### config.mk
export PLATFORM = sky130hd
export DESIGN_NAME = uart_bcode_time_tx
export DESIGN_NICKNAME = d
export VERILOG_FILES = /design/src/rtl/uart_bcode_time_tx.sv
export SDC_FILE = /design/constraint.sdc
export NUM_CORES = 1
export LEC_CHECK = 0
export BUFFER_PORTS_ARGS = -buffer_cell sky130_fd_sc_hd__buf_2
export CORE_MARGIN = 10
export CORE_UTILIZATION = 49
export CTS_BUF_LIST = sky130_fd_sc_hd__clkbuf_8
export CTS_CLUSTER_DIAMETER = 50
export CTS_CLUSTER_SIZE = 40
export DETAILED_ROUTE_END_ITERATION = 10
export MAX_ROUTING_LAYER = met4
export PLACE_DENSITY_LB_ADDON = 0.15
export RECOVER_POWER = 25
export SLEW_MARGIN = 20
export SYNTH_ARGS = -nofsm -noshare
export SYNTH_HDL_FRONTEND = slang
export SYNTH_SLANG_ARGS = --single-unit
### constraint.sdc
create_clock -name clk -period 3.7 [get_ports clk]
set_input_delay 0.185 -clock clk [delete_from_list [all_inputs] [get_ports clk]]
set_output_delay 0.185 -clock clk [all_outputs]
set_load 0.01 [all_outputs]
### src/rtl/uart_bcode_time_tx.sv
// rtl/uart_bcode_time_tx.sv - free-running B-code time-of-year clock serialised as an 8-byte UART frame once per second
// Optional feature macro: UART_BCODE_PARITY_EN (adds an even-parity bit per byte, 8E1 instead of 8N1)
module uart_bcode_time_tx #(
    parameter int          CLK_FREQ    = 50_000_000,
    parameter int          BAUD        = 9600,
    parameter int          TICK_CYCLES = CLK_FREQ,
    parameter logic [11:0] INIT_DAY    = 12'h001,
    parameter logic [7:0]  INIT_HOUR   = 8'h00,
    parameter logic [7:0]  INIT_MIN    = 8'h00,
    parameter logic [7:0]  INIT_SEC    = 8'h00
) (
    input  logic clk,
    input  logic rst_n,
    output logic tx
);

    localparam int BAUD_DIV = CLK_FREQ / BAUD;
    localparam int BW       = (BAUD_DIV > 1) ? $clog2(BAUD_DIV) : 1;
    localparam int TW       = (TICK_CYCLES > 1) ? $clog2(TICK_CYCLES) : 1;

    localparam logic [BW-1:0] BAUD_LAST = BW'(BAUD_DIV - 1);
    localparam logic [TW-1:0] TICK_LAST = TW'(TICK_CYCLES - 1);

    localparam logic [7:0] FRAME_HEAD = 8'hAA;
    localparam logic [7:0] FRAME_TAIL = 8'h55;

`ifdef UART_BCODE_PARITY_EN
    typedef enum logic [2:0] {
        ST_IDLE,
        ST_LOAD,
        ST_START,
        ST_DATA,
        ST_PARITY,
        ST_STOP
    } state_t;
`else
    typedef enum logic [2:0] {
        ST_IDLE,
        ST_LOAD,
        ST_START,
        ST_DATA,
        ST_STOP
    } state_t;
`endif

    // one-second time base
    logic [TW-1:0] tick_cnt;
    logic          tick;

    // live time of year, packed BCD
    logic [11:0] day;
    logic [7:0]  hour;
    logic [7:0]  minute;
    logic [7:0]  sec;

    // frame snapshot, frozen for the whole frame
    logic [11:0] snap_day;
    logic [7:0]  snap_hour;
    logic [7:0]  snap_min;
    logic [7:0]  snap_sec;
    logic [7:0]  snap_csum;
    logic [7:0]  csum_now;

    // serialiser
    state_t        state;
    state_t        state_d;
    logic [BW-1:0] baud_cnt;
    logic [BW-1:0] baud_cnt_d;
    logic [2:0]    bit_cnt;
    logic [2:0]    bit_cnt_d;
    logic [2:0]    byte_idx;
    logic [2:0]    byte_idx_d;
    logic [7:0]    shreg;
    logic [7:0]    shreg_d;
    logic [7:0]    cur_byte;
    logic          baud_last;
    logic          tx_d;
`ifdef UART_BCODE_PARITY_EN
    logic          par_q;
    logic          par_d;
`endif

    // two-digit BCD increment; caller handles the wrap value
    function automatic logic [7:0] bcd_inc2(input logic [7:0] v);
        if (v[3:0] == 4'h9) begin
            return {v[7:4] + 4'h1, 4'h0};
        end
        return {v[7:4], v[3:0] + 4'h1};
    endfunction

    // three-digit BCD day increment; caller handles 365 -> 001
    function automatic logic [11:0] day_inc(input logic [11:0] v);
        if (v[7:0] == 8'h99) begin
            return {v[11:8] + 4'h1, 8'h00};
        end
        return {v[11:8], bcd_inc2(v[7:0])};
    endfunction

    assign tick      = (tick_cnt == TICK_LAST);
    assign baud_last = (baud_cnt == BAUD_LAST);

    // free-running second counter, wraps on the tick cycle
    always_ff @(posedge clk or negedge rst_n) begin
        if (!rst_n) begin
            tick_cnt <= '0;
        end else if (tick) begin
            tick_cnt <= '0;
        end else begin
            tick_cnt <= tick_cnt + TW'(1);
        end
    end

    // time-of-year ripple carry sec -> min -> hour -> day on every tick
    always_ff @(posedge clk or negedge rst_n) begin
        if (!rst_n) begin
            day    <= INIT_DAY;
            hour   <= INIT_HOUR;
            minute <= INIT_MIN;
            sec    <= INIT_SEC;
        end else if (tick) begin
            if (sec != 8'h59) begin
                sec <= bcd_inc2(sec);
            end else begin
                sec <= 8'h00;
                if (minute != 8'h59) begin
                    minute <= bcd_inc2(minute);
                end else begin
                    minute <= 8'h00;
                    if (hour != 8'h23) begin
                        hour <= bcd_inc2(hour);
                    end else begin
                        hour <= 8'h00;
                        day  <= (day == 12'h365) ? 12'h001 : day_inc(day);
                    end
                end
            end
        end
    end

    // checksum over the five time bytes of the current time
    always_comb begin
        csum_now = {4'h0, day[11:8]} + day[7:0] + hour + minute + sec;
    end

    // latch the already-updated time during LOAD; held until the next LOAD
    always_ff @(posedge clk or negedge rst_n) begin
        if (!rst_n) begin
            snap_day  <= INIT_DAY;
            snap_hour <= INIT_HOUR;
            snap_min  <= INIT_MIN;
            snap_sec  <= INIT_SEC;
            snap_csum <= 8'h00;
        end else if (state == ST_LOAD) begin
            snap_day  <= day;
            snap_hour <= hour;
            snap_min  <= minute;
            snap_sec  <= sec;
            snap_csum <= csum_now;
        end
    end

    // frame byte selected by the byte index
    always_comb begin
        cur_byte = FRAME_TAIL;
        case (byte_idx)
            3'd0:    cur_byte = FRAME_HEAD;
            3'd1:    cur_byte = {4'h0, snap_day[11:8]};
            3'd2:    cur_byte = snap_day[7:0];
            3'd3:    cur_byte = snap_hour;
            3'd4:    cur_byte = snap_min;
            3'd5:    cur_byte = snap_sec;
            3'd6:    cur_byte = snap_csum;
            default: cur_byte = FRAME_TAIL;
        endcase
    end

    // serialiser next-state and next tx value (tx is registered from the next state)
    always_comb begin
        state_d    = state;
        baud_cnt_d = baud_cnt;
        bit_cnt_d  = bit_cnt;
        byte_idx_d = byte_idx;
        shreg_d    = shreg;
`ifdef UART_BCODE_PARITY_EN
        par_d      = par_q;
`endif
        tx_d       = 1'b1;

        case (state)
            ST_IDLE: begin
                if (tick) begin
                    state_d = ST_LOAD;
                end
            end
            ST_LOAD: begin
                baud_cnt_d = '0;
                byte_idx_d = 3'd0;
                state_d    = ST_START;
            end
            ST_START: begin
                if (baud_last) begin
                    baud_cnt_d = '0;
                    bit_cnt_d  = 3'd0;
                    shreg_d    = cur_byte;
`ifdef UART_BCODE_PARITY_EN
                    par_d      = ^cur_byte;
`endif
                    state_d    = ST_DATA;
                end else begin
                    baud_cnt_d = baud_cnt + BW'(1);
                end
            end
            ST_DATA: begin
                if (baud_last) begin
                    baud_cnt_d = '0;
                    shreg_d    = {1'b0, shreg[7:1]};
                    if (bit_cnt == 3'd7) begin
`ifdef UART_BCODE_PARITY_EN
                        state_d = ST_PARITY;
`else
                        state_d = ST_STOP;
`endif
                    end else begin
                        bit_cnt_d = bit_cnt + 3'd1;
                    end
                end else begin
                    baud_cnt_d = baud_cnt + BW'(1);
                end
            end
`ifdef UART_BCODE_PARITY_EN
            ST_PARITY: begin
                if (baud_last) begin
                    baud_cnt_d = '0;
                    state_d    = ST_STOP;
                end else begin
                    baud_cnt_d = baud_cnt + BW'(1);
                end
            end
`endif
            ST_STOP: begin
                if (baud_last) begin
                    baud_cnt_d = '0;
                    if (byte_idx == 3'd7) begin
                        state_d = ST_IDLE;
                    end else begin
                        byte_idx_d = byte_idx + 3'd1;
                        state_d    = ST_START;
                    end
                end else begin
                    baud_cnt_d = baud_cnt + BW'(1);
                end
            end
            default: begin
                state_d = ST_IDLE;
            end
        endcase

        case (state_d)
            ST_START: tx_d = 1'b0;
            ST_DATA:  tx_d = shreg_d[0];
`ifdef UART_BCODE_PARITY_EN
            ST_PARITY: tx_d = par_d;
`endif
            default:  tx_d = 1'b1;
        endcase
    end

    // serialiser registers; reset forces the line idle immediately
    always_ff @(posedge clk or negedge rst_n) begin
        if (!rst_n) begin
            state    <= ST_IDLE;
            baud_cnt <= '0;
            bit_cnt  <= 3'd0;
            byte_idx <= 3'd0;
            shreg    <= 8'h00;
`ifdef UART_BCODE_PARITY_EN
            par_q    <= 1'b0;
`endif
            tx       <= 1'b1;
        end else begin
            state    <= state_d;
            baud_cnt <= baud_cnt_d;
            bit_cnt  <= bit_cnt_d;
            byte_idx <= byte_idx_d;
            shreg    <= shreg_d;
`ifdef UART_BCODE_PARITY_EN
            par_q    <= par_d;
`endif
            tx       <= tx_d;
        end
    end

endmodule

==> metrics.txt <==
initial antenna violation count=0; status=finished with violations; final max-slew violation count=84; worst hold stages=2; worst-margin pin slew=2140 ps; CTS max path bufs=2; peak supply drop=0.221 mV; gr usage total=17.6%; synthesized netlist cell count=812; pwr/cell area=335 nW/µm²; Crit Path Class=flip-flop to flip-flop; RSZ-0062 raised after global routing=false; worst-path cell chain=inv_1 -> fa_1 -> fa_1 -> fa_1 -> inv_1 -> ha_1 -> fa_2 -> a211oi_2 -> o21bai_1 -> a21oi_1 -> xnor2_1 -> o21ai_0; Hold EP=snap_day[0]; Core ar.=15300 µm²; first-pass GRT wire length=29800 µm; Area Growth Syn to Fin=8.88%; via count=5909; total power=2800 µW; IO buf count=2; CTS Buf Count=17; # rows=45; Post-Syn Nets=870; I/O pins=3; largest net degree at the start of global routing=84; HP Start=snap_day[0]; cell taking the most area after synthesis=dfrtp_1; layout cell share with drive strength beyond 1=8.08%; DRT Pass-1 Iters=5; final wirelength=17600 µm; max-cap violations=1; antenna cells=0; Post-synth ARST share=100%; reg2reg setup slack=190 ps; top cells by area, synth=dfrtp_1 (44%), nand2_1 (6.7%), ha_1 (6.4%); Netlist Area Pre-Place=7670 µm²; CP startpoint kind=flip-flop; routed len/inst=16.9 µm; Synth Register Bits=137; worst skew pair latency=450 ps; # DRC=0; worst endpoint data arrival time=3810 ps; CP Buf/Inv Count=2; GRT overflow=0; worst r2r src=day[1]; TritonCTS clock tree=done; Final nets=874; clock skew=14.7 ps; sequential share of the synthesized area=44.8%; Root Buffer=clkbuf_8; EDFF count, synth=0; CP dominant cell by count=fa_1; vias in the first global route=5783; Critical Path RT=3990 ps; H-tree lvl count=4; vias per cell=5.68; die width=145 µm; final hold violations=0; Post-synth top flop=dfrtp_1; failing checks=capacitance limit, slew limit; worst setup path startpoint=day[1]; CP delay by family, top=adder cells; post-synth cell types=62; period utilisation layout=95.0%; Starting Density=50.2%; Lkg Pwr=0.00388 µW; setup_tns=0 ps; Die Area=21000 µm²; highest clock frequency the design can meet=0.285 GHz; Chip Height=145 µm; average cell area after synthesis=9.44 µm²; clock-pin slew on the worst setup and hold paths=80 ps; Routed Antenna Nets=0; DRT iter0 DRCs=561; Slew headroom=-42.3%; slowest stage delay, CP=560 ps; R2R cell count=12; setup violators final=0; synth warn=0; minimum clock period=3510 ps; DPL Wire Length=12600 µm; critical path's slowest cell=fa_1; CP Capture Type=flip-flop; Synth top area share=43.7%; worst hold path class=flip-flop to flip-flop; Clock Sink Count=137; reg-to-reg endpoint=snap_csum[7]; GP Congestion=0.873; crit-path max FO=4
[cell usage after synthesis, types with 6 or more instances]
| cell type | number |
|---|---|
| or4_1 | 7 |
| xor2_1 | 14 |
| o31ai_1 | 6 |
| ha_1 | 39 |
| o21ai_1 | 8 |
| nand3b_1 | 6 |
| and3_1 | 13 |
| fa_1 | 17 |
| nor3_1 | 10 |
| nand2_1 | 137 |
| nor4_1 | 7 |
| a222oi_1 | 8 |
| dfrtp_1 | 134 |
| buf_2 | 6 |
| nand4_1 | 14 |
| nor2_1 | 37 |
| inv_1 | 49 |
| a21oi_1 | 25 |
| or3_1 | 8 |
| and4_1 | 6 |
| clkbuf_1 | 27 |
| nand3_1 | 37 |
| a211oi_1 | 6 |
| xnor2_1 | 21 |
| o21ai_0 | 85 |
| nor2b_1 | 7 |
[layout make-up]
cell class | count | area, µm²
Multi-Input combinational cell | 591 | 3920
Timing Repair Buffer | 19 | 140
Clock inverter | 14 | 158
Inverter | 50 | 188
Fill cell | 1404 | 6910
Tap cell | 211 | 264
Clock buffer | 18 | 248
Sequential cell | 137 | 3430
[layout by cell type, fill, tap and decap left out, types with 14 or more instances in the layout]
cell type and count:
a21oi_1 25, ha_1 39, nor2_1 37, nand4_1 14, xor2_1 14, nand2_1 137
buf_4 16, inv_1 52, fa_1 16, o21ai_0 85, dfrtp_1 134, nand3_1 37
xnor2_1 21, clkbuf_8 18
[cells by family (layout without fill, tap and decap cells)]
logic type                 count (synthesis)  after routing  synth area share (%)
AOI/OAI and AO/OA                        170            170                  13.3
buffers and inverters                     84            101                  4.31
DFF                                      137            137                  44.8
muxes                                      8              8                  1.13
xor gates and xnor gates                  35             35                  4.00
adders and majority gates                 56             56                  10.8
and+or+nand+nor                          322            322                  21.7
[where the power goes]
part	switching [µW]	internal [µW]	total [µW]
Combinational	29.7	2.48	32.2
Sequential	0	1500	1500
Clock	591	677	1270
[through the flow]
stage	utilization [%]	hold WS, ps	instances	instance area, µm²	worst slack [ps]
2_1_floorplan	-	-111	812	7670	269
6_report	54.7	467	1040	8350	186
4_1_cts	54.6	375	1039	8340	27.7
3_3_place_gp	51.9	292	1006	7920	118
5_1_grt	54.7	491	1040	8350	26.8
3_5_place_dp	51.9	304	1006	7920	53.8
[registers in the layout, summed over array words and instances, names as in the netlist]
| name | cells |
|---|---|
| minute | 8 |
| snap_hour | 8 |
| tick_cnt | 26 |
| tx | 1 |
| shreg | 8 |
| snap_csum | 8 |
| sec | 8 |
| day | 12 |
| byte_idx | 3 |
| snap_min | 8 |
| baud_cnt | 13 |
| state | 3 |
| snap_day | 12 |
| bit_cnt | 3 |
| snap_sec | 8 |
| hour | 8 |
[worst max-delay path by stage]
stage / to / slack (ps) / cells past startpoint
final: snap_csum[7] / 190 / 12
after global routing: snap_csum[7] / 30 / 12
after CTS: snap_csum[7] / 30 / 12
after detailed placement: snap_csum[7] / 50 / 12
after global placement: snap_csum[7] / 120 / 12
after floorplan: snap_csum[7] / 270 / 12
[worst min-delay path, delay by kind of cell (launching register included)]
| kind | cells | cell delay (ps) |
|---|---|---|
| simple gates | 2 | 100 |
| flops | 1 | 370 |
[routing by layer]
metal / routed length [µm] / GRT usage [%]
met3: 692 / 4.13
met2: 8040 / 25.5
met5: 0 / -
met1: 8610 / 24.1
met4: 206 / 4.60
[timing repair]
action / in CTS / in global routing
setup buffers: 0 / 1
gates resized for setup: 0 / 2
hold endpoints to repair: 79 / 0
hold buffers: 1 / 0
setup endpoints to repair: 0 / 1
Note: power is estimated with default switching activity, not from simulation.
